## config.mk

```make
export PLATFORM = sky130hd
export DESIGN_NAME = bram_arbiter_flat
export DESIGN_NICKNAME = d
export VERILOG_FILES = /design/src/rtl/bram_arbiter_pkg.sv /design/src/rtl/memory_bus.sv /design/src/rtl/rr_arbiter.sv /design/src/rtl/bram_arbiter.sv /design/src/flat_wrapper.sv
export SDC_FILE = /design/constraint.sdc
export NUM_CORES = 1
export LEC_CHECK = 0
export CAP_MARGIN = 40
export CORE_MARGIN = 3
export CORE_UTILIZATION = 34
export CTS_BUF_LIST = sky130_fd_sc_hd__clkbuf_16
export CTS_CLUSTER_DIAMETER = 50
export DETAILED_ROUTE_END_ITERATION = 8
export PLACE_DENSITY = 0.84
export SYNTH_ARGS = -nofsm -noshare
export SYNTH_HDL_FRONTEND = slang
export SYNTH_SLANG_ARGS = --single-unit
```

## constraint.sdc

```tcl
create_clock -name clk -period 4.5 [get_ports clk]
set_clock_uncertainty 0.05 [all_clocks]
set_input_delay 0.9 -clock clk [delete_from_list [all_inputs] [get_ports clk]]
set_output_delay 0.9 -clock clk [all_outputs]
set_load 0.03 [all_outputs]
```

## src/rtl/bram_arbiter_pkg.sv

```systemverilog
// Shared constants and types for the BRAM arbiter slice.
package bram_arbiter_pkg;

  localparam int MAX_REQ     = 8;
  localparam int STATS_WIDTH = 16;
  localparam int ID_WIDTH    = $clog2(MAX_REQ);

  typedef logic [ID_WIDTH-1:0] req_id_t;

  // Round-robin successor of the winner; the last requester wraps to 0.
  function automatic req_id_t next_ptr(input req_id_t g, input int n);
    return (int'(g) == n - 1) ? '0 : g + req_id_t'(1);
  endfunction

endpackage

```

## src/rtl/memory_bus.sv

```systemverilog
// Single-port BRAM bus: address, write enable, write data out; read data back.
interface memory_bus #(
  parameter int ADDR_WIDTH = 10,
  parameter int DATA_WIDTH = 32
) ();

  logic [ADDR_WIDTH-1:0] addr;
  logic                  we;
  logic [DATA_WIDTH-1:0] w_data;
  logic [DATA_WIDTH-1:0] r_data;

  modport master (output addr, output we, output w_data, input r_data);
  modport slave  (input addr, input we, input w_data, output r_data);

endinterface

```

## src/rtl/rr_arbiter.sv

```systemverilog
// Combinational round-robin pick: first set request scanning from ptr upward, modulo N.
module rr_arbiter
  import bram_arbiter_pkg::*;
#(
  parameter int N = 3
) (
  input  logic [N-1:0] req,
  input  req_id_t      ptr,
  output logic [N-1:0] gnt,
  output req_id_t      winner,
  output logic         any
);

  int idx;

  always_comb begin
    gnt    = '0;
    winner = '0;
    any    = 1'b0;
    idx    = 0;
    for (int k = 0; k < N; k++) begin
      // ptr never exceeds N-1, so one subtraction completes the modulo.
      idx = int'(ptr) + k;
      if (idx >= N) idx = idx - N;
      if (!any && req[idx]) begin
        any      = 1'b1;
        gnt[idx] = 1'b1;
        winner   = req_id_t'(idx);
      end
    end
  end

endmodule

```

## src/rtl/bram_arbiter.sv

```systemverilog
// Round-robin sharing of one single-port BRAM among NUM_REQ requesters.
// Optional per-requester grant and conflict counters under BRAM_ARBITER_STATS_EN.
//
// Handshake: a requester holds req[i] until it sees gnt[i]; the access is accepted in
// the cycle req[i] & gnt[i]. An accepted read returns rvalid[i] with rdata exactly one
// cycle later; writes have no response.
module bram_arbiter
  import bram_arbiter_pkg::*;
#(
  parameter int ADDR_WIDTH = 10,
  parameter int DATA_WIDTH = 32,
  parameter int NUM_REQ    = 3
) (
  input  logic                                 clk,
  input  logic                                 rst_n,
  input  logic [NUM_REQ-1:0]                   req,
  input  logic [NUM_REQ-1:0]                   req_we,
  input  logic [NUM_REQ-1:0][ADDR_WIDTH-1:0]   req_addr,
  input  logic [NUM_REQ-1:0][DATA_WIDTH-1:0]   req_wdata,
  output logic [NUM_REQ-1:0]                   gnt,
  output logic [NUM_REQ-1:0]                   rvalid,
  output logic [DATA_WIDTH-1:0]                rdata,
  memory_bus.master                            bus
`ifdef BRAM_ARBITER_STATS_EN
  ,
  output logic [NUM_REQ-1:0][STATS_WIDTH-1:0]  grant_count,
  output logic [STATS_WIDTH-1:0]               conflict_count
`endif
);

  req_id_t              ptr;
  req_id_t              win;
  logic [NUM_REQ-1:0]   arb_gnt;
  logic                 arb_any;
  logic                 sel_we;
  logic                 pend_v;
  req_id_t              pend_id;

  rr_arbiter #(.N(NUM_REQ)) u_rr (
    .req    (req),
    .ptr    (ptr),
    .gnt    (arb_gnt),
    .winner (win),
    .any    (arb_any)
  );

  // Grants are suppressed while reset is asserted.
  assign gnt    = rst_n ? arb_gnt : '0;
  assign sel_we = |(arb_gnt & req_we);

  // One-hot AND-OR issue mux; an idle bus carries all zeros so nothing is written.
  always_comb begin
    bus.addr   = '0;
    bus.we     = 1'b0;
    bus.w_data = '0;
    for (int i = 0; i < NUM_REQ; i++) begin
      if (gnt[i]) begin
        bus.addr   = req_addr[i];
        bus.we     = req_we[i];
        bus.w_data = req_wdata[i];
      end
    end
  end

  always_ff @(posedge clk or negedge rst_n) begin
    if (!rst_n) begin
      ptr     <= '0;
      pend_v  <= 1'b0;
      pend_id <= '0;
    end else begin
      if (arb_any) ptr <= next_ptr(win, NUM_REQ);
      pend_v  <= arb_any & ~sel_we;
      pend_id <= win;
    end
  end

  always_comb begin
    rvalid = '0;
    for (int i = 0; i < NUM_REQ; i++) begin
      rvalid[i] = pend_v && (int'(pend_id) == i);
    end
  end

  assign rdata = bus.r_data;

`ifdef BRAM_ARBITER_STATS_EN
  logic multi_req;
  assign multi_req = (req & (req - 1'b1)) != '0;

  always_ff @(posedge clk or negedge rst_n) begin
    if (!rst_n) begin
      grant_count    <= '0;
      conflict_count <= '0;
    end else begin
      for (int i = 0; i < NUM_REQ; i++) begin
        if (arb_gnt[i] && (grant_count[i] != '1))
          grant_count[i] <= grant_count[i] + STATS_WIDTH'(1);
      end
      if (multi_req && (conflict_count != '1))
        conflict_count <= conflict_count + STATS_WIDTH'(1);
    end
  end
`endif

endmodule

```

## src/flat_wrapper.sv

```systemverilog
// flat-port wrapper written by rule: the top's interface ports become plain ports
module bram_arbiter_flat import bram_arbiter_pkg::*;
#(
  parameter int ADDR_WIDTH = 10,
  parameter int DATA_WIDTH = 32,
  parameter int NUM_REQ    = 3
)
  (clk, rst_n, req, req_we, req_addr, req_wdata, gnt, rvalid, rdata, bus_addr, bus_we, bus_w_data, bus_r_data);
  memory_bus #(.ADDR_WIDTH(ADDR_WIDTH), .DATA_WIDTH(DATA_WIDTH)) bus_i ();
  input  logic clk;
  input  logic rst_n;
  input  logic [NUM_REQ-1:0] req;
  input  logic [NUM_REQ-1:0] req_we;
  input  logic [NUM_REQ-1:0][ADDR_WIDTH-1:0] req_addr;
  input  logic [NUM_REQ-1:0][DATA_WIDTH-1:0] req_wdata;
  output logic [NUM_REQ-1:0] gnt;
  output logic [NUM_REQ-1:0] rvalid;
  output logic [DATA_WIDTH-1:0] rdata;
  output wire logic [$bits(bus_i.addr)-1:0] bus_addr;
  output wire logic [$bits(bus_i.we)-1:0] bus_we;
  output wire logic [$bits(bus_i.w_data)-1:0] bus_w_data;
  input wire logic [$bits(bus_i.r_data)-1:0] bus_r_data;
  assign bus_addr = bus_i.addr;
  assign bus_we = bus_i.we;
  assign bus_w_data = bus_i.w_data;
  assign bus_i.r_data = bus_r_data;
  bram_arbiter #(.ADDR_WIDTH(ADDR_WIDTH), .DATA_WIDTH(DATA_WIDTH), .NUM_REQ(NUM_REQ)) u_core (.clk(clk), .rst_n(rst_n), .req(req), .req_we(req_we), .req_addr(req_addr), .req_wdata(req_wdata), .gnt(gnt), .rvalid(rvalid), .rdata(rdata), .bus(bus_i));
endmodule
```

==> reports/metrics.cfg <==
[sta]
slew_headroom_pct = 61.2
worstMarginPinSlew_ps = 582
clock.fmax_mhz = 227
setup_tns_ps = 0
min_period_ps = 4410
drv_slew = 0
rsz0062_at_grt = yes
whs_ps = 612
setup_viol = 0
fin_crit_sh_pct = 97.9
hold_viol = 0

[global_routing]
grt_max_degree = 52
grt_overflow = 0
grt_use_total_pct = 23.9
antenna_found_initial = 0
grt_pass1_wl_mm = 20.1
grt_pass1_vias = 4035

[synthesis]
ys_async_sr_fraction_pct = 100
synthAdderAreaFrac_pct = 3.32
synth_top_family_by_area = compound AO/OA/AOI/OAI gates
synth_cell_type_count = 63
ys_seq_elements = 7
syn-cell-area_mm2 = 0.00301
synth_xor_xnor_area_share_pct = 0.872
synth_mux_area_share_pct = 0.498
synth-compound-area-share_pct = 60.5
yosysTopAreaCellShare_pct = 21.9
syn_nets = 544
synth-main-ff-cell = dfrtp_1
seq_area_frac_synth_pct = 5.81
avgSynthCellArea_um2 = 8.14
syn_inst = 370
yosysTopAreaCell = o211ai_1
synth_edf_count = 0
ys_warn_count = 0
ys_top_cells_by_area = o211ai_1 (22%), a211oi_2 (17%), a31oi_1 (9.1%), buf_4 (8.0%), dfrtp_1 (5.8%)
synthSimpleGateAreaFrac_pct = 10.8

[power_and_ir_drop]
vdd_drop_max_mv = 0.585
p_per_area_mw_per_mm2 = 960
cellLeakagePower_nw = 1.82

[setup_path]
end_kind = output port
critPathRequiredTime_ps = 3550
cp_num_buf_inv = 4
crit_slowest_cell = or4_4
critical_path_arrival_ps = 3460
cp_max_fo = 18
cp-start-kind = flip-flop
worst_path_largest_cell_delay_ps = 610
path_cells = buf_4 > inv_1 > ha_2 > or4b_2 > o211ai_1 > o21ai_2 > or4_4 > clkbuf_16 > a211oi_2 > a31oi_1 > buf_4
crit_family = simple AND/OR/NAND/NOR gates
worst-setup-path-type = flip-flop to output port
worst_path_most_repeated_cell = buf_4

[clocking]
cts_sinks = 7
clock-root-buffer = clkbuf_16
cts_buffers = 3
htreeDepth = 1
cts_tree = yes
clock_path_buffers = 2
clk_latency_ps = 230
clk_pin_slew_ps = 40

[placed_design]
place_congestion = 0.963
placed_area_mm2 = 0.00474
portBuffers = 182
dp_hpwl_mm = 9.63
placed_cells = 627

[floorplan]
start_util_pct = 35.8
core_mm2 = 0.00842
die_h_um = 100
num_io_pins = 247
row_count = 33
dieArea_mm2 = 0.0100
die_width_um = 100

[drt]
final_antenna_net_count = 0
dr_total_vias = 4044
drc = 0
first_pass_iters = 4
routed_wl_mm = 13.2
vias_per_cell = 6.27
wl_per_cell_um = 20.5
drt-initial-drc-count = 269

[run_status]
run_status = complete, no violations

[final_layout]
fin_cells = 645
n_antenna_cell = 0
drive_gt1_share_pct = 34.4
final_nets = 715
design_area_mm2 = 0.00512
final_core_util_pct = 60.7
area_growth_pct = 69.8

[hold_path]
hold_path_class = flip-flop to flip-flop

[run]
drv_cap = 0

power by group:
part | switching, mW | internal [mW]
combinational | 2.71 | 1.93
sequential | 0.0211 | 0.105
clock | 0.0353 | 0.116
cells by family (layout without fill, tap and decap cells):
kind of cell / Yosys count / after routing
compound gates: 217 / 217
xor+xnor: 3 / 3
fa+ha+maj: 8 / 8
buf+inv: 89 / 259
flops: 7 / 7
mux: 1 / 1
simple gates: 45 / 45
final timing paths:
kind	startpoint	end	slack [ps]	cells past startpoint
max in group asynchronous	rst_n	u_core.ptr[1]	3230	2
worst max register to register	u_core.ptr[0]	u_core.pend_v	1440	12
worst max-delay path	u_core.ptr[1]	bus_w_data[26]	90	11
worst min-delay path	u_core.ptr[2]	u_core.ptr[2]	610	2
min in group asynchronous	rst_n	u_core.pend_id[2]	920	2
worst min register to register	u_core.ptr[2]	u_core.ptr[2]	610	2
cells in the final DEF, fill, tap and decap left out, types with 3 or more instances in the layout:
| master | netlist | layout |
|---|---|---|
| o21ai_0 | 9 | 7 |
| nand2_1 | 5 | 5 |
| buf_12 | 0 | 4 |
| clkbuf_16 | 0 | 5 |
| o211ai_1 | 88 | 88 |
| inv_1 | 6 | 7 |
| a31oi_1 | 44 | 44 |
| a32oi_1 | 4 | 3 |
| buf_6 | 3 | 7 |
| a211oi_1 | 6 | 3 |
| nor2_1 | 10 | 10 |
| dfrtp_1 | 7 | 7 |
| clkbuf_2 | 0 | 4 |
| buf_4 | 32 | 91 |
| nor2b_1 | 4 | 4 |
| a211oi_2 | 40 | 43 |
| clkdlybuf4s50_1 | 0 | 134 |
| ha_1 | 8 | 5 |
final cells by class:
type / count / area (um^2)
Timing Repair Buffer: 247 / 2320
Tap cell: 105 / 131
Clock buffer: 3 / 75.1
Clock inverter: 1 / 3.75
Fill cell: 732 / 3310
Sequential cell: 7 / 175
Inverter: 8 / 30.0
Multi-Input combinational cell: 274 / 2380
registers in the layout, summed over array words and instances, names as in the netlist:
| signal | cells |
|---|---|
| u_core.ptr | 3 |
| u_core.pend_v | 1 |
| u_core.pend_id | 3 |
tightest hold or removal path, stage by stage (launching register included):
cell,delay [ps]
dfrtp_1,370
buf_4,150
a21o_1,110
synthesized netlist by cell type, types with 5 or more instances:
library cell,number
buf_2,23
a31oi_1,44
a211oi_1,6
dfrtp_1,7
clkbuf_1,18
nor2_1,10
o211ai_1,88
nand2_1,5
a211oi_2,40
inv_1,6
buf_4,32
o21ai_0,9
ha_1,8
per-stage QoR:
step	setup WS, ps	power, mW
finish	94.6	4.91
global route	-8.64	5.20
CTS	9.09	4.69
detailed placement	-287	4.36
global placement	-180	4.30
floorplan	194	2.90
layer usage:
metal,global-route usage [%],vias to the layer above,routed length (um)
li1,-,1845,-
met1,28.8,1935,4950
met2,43.2,226,6810
met3,3.75,38,1110
met4,7.67,0,340
met5,0,-,0
what timing repair did:
item,4_1_cts,5_1_grt
endpoints found under the setup margin,42,43
cloned,0,2
pin swaps,3,6
buffers inserted,10,2
hold buffers,0,0
resized for setup,21,36
(Power assumes the default switching activity.)
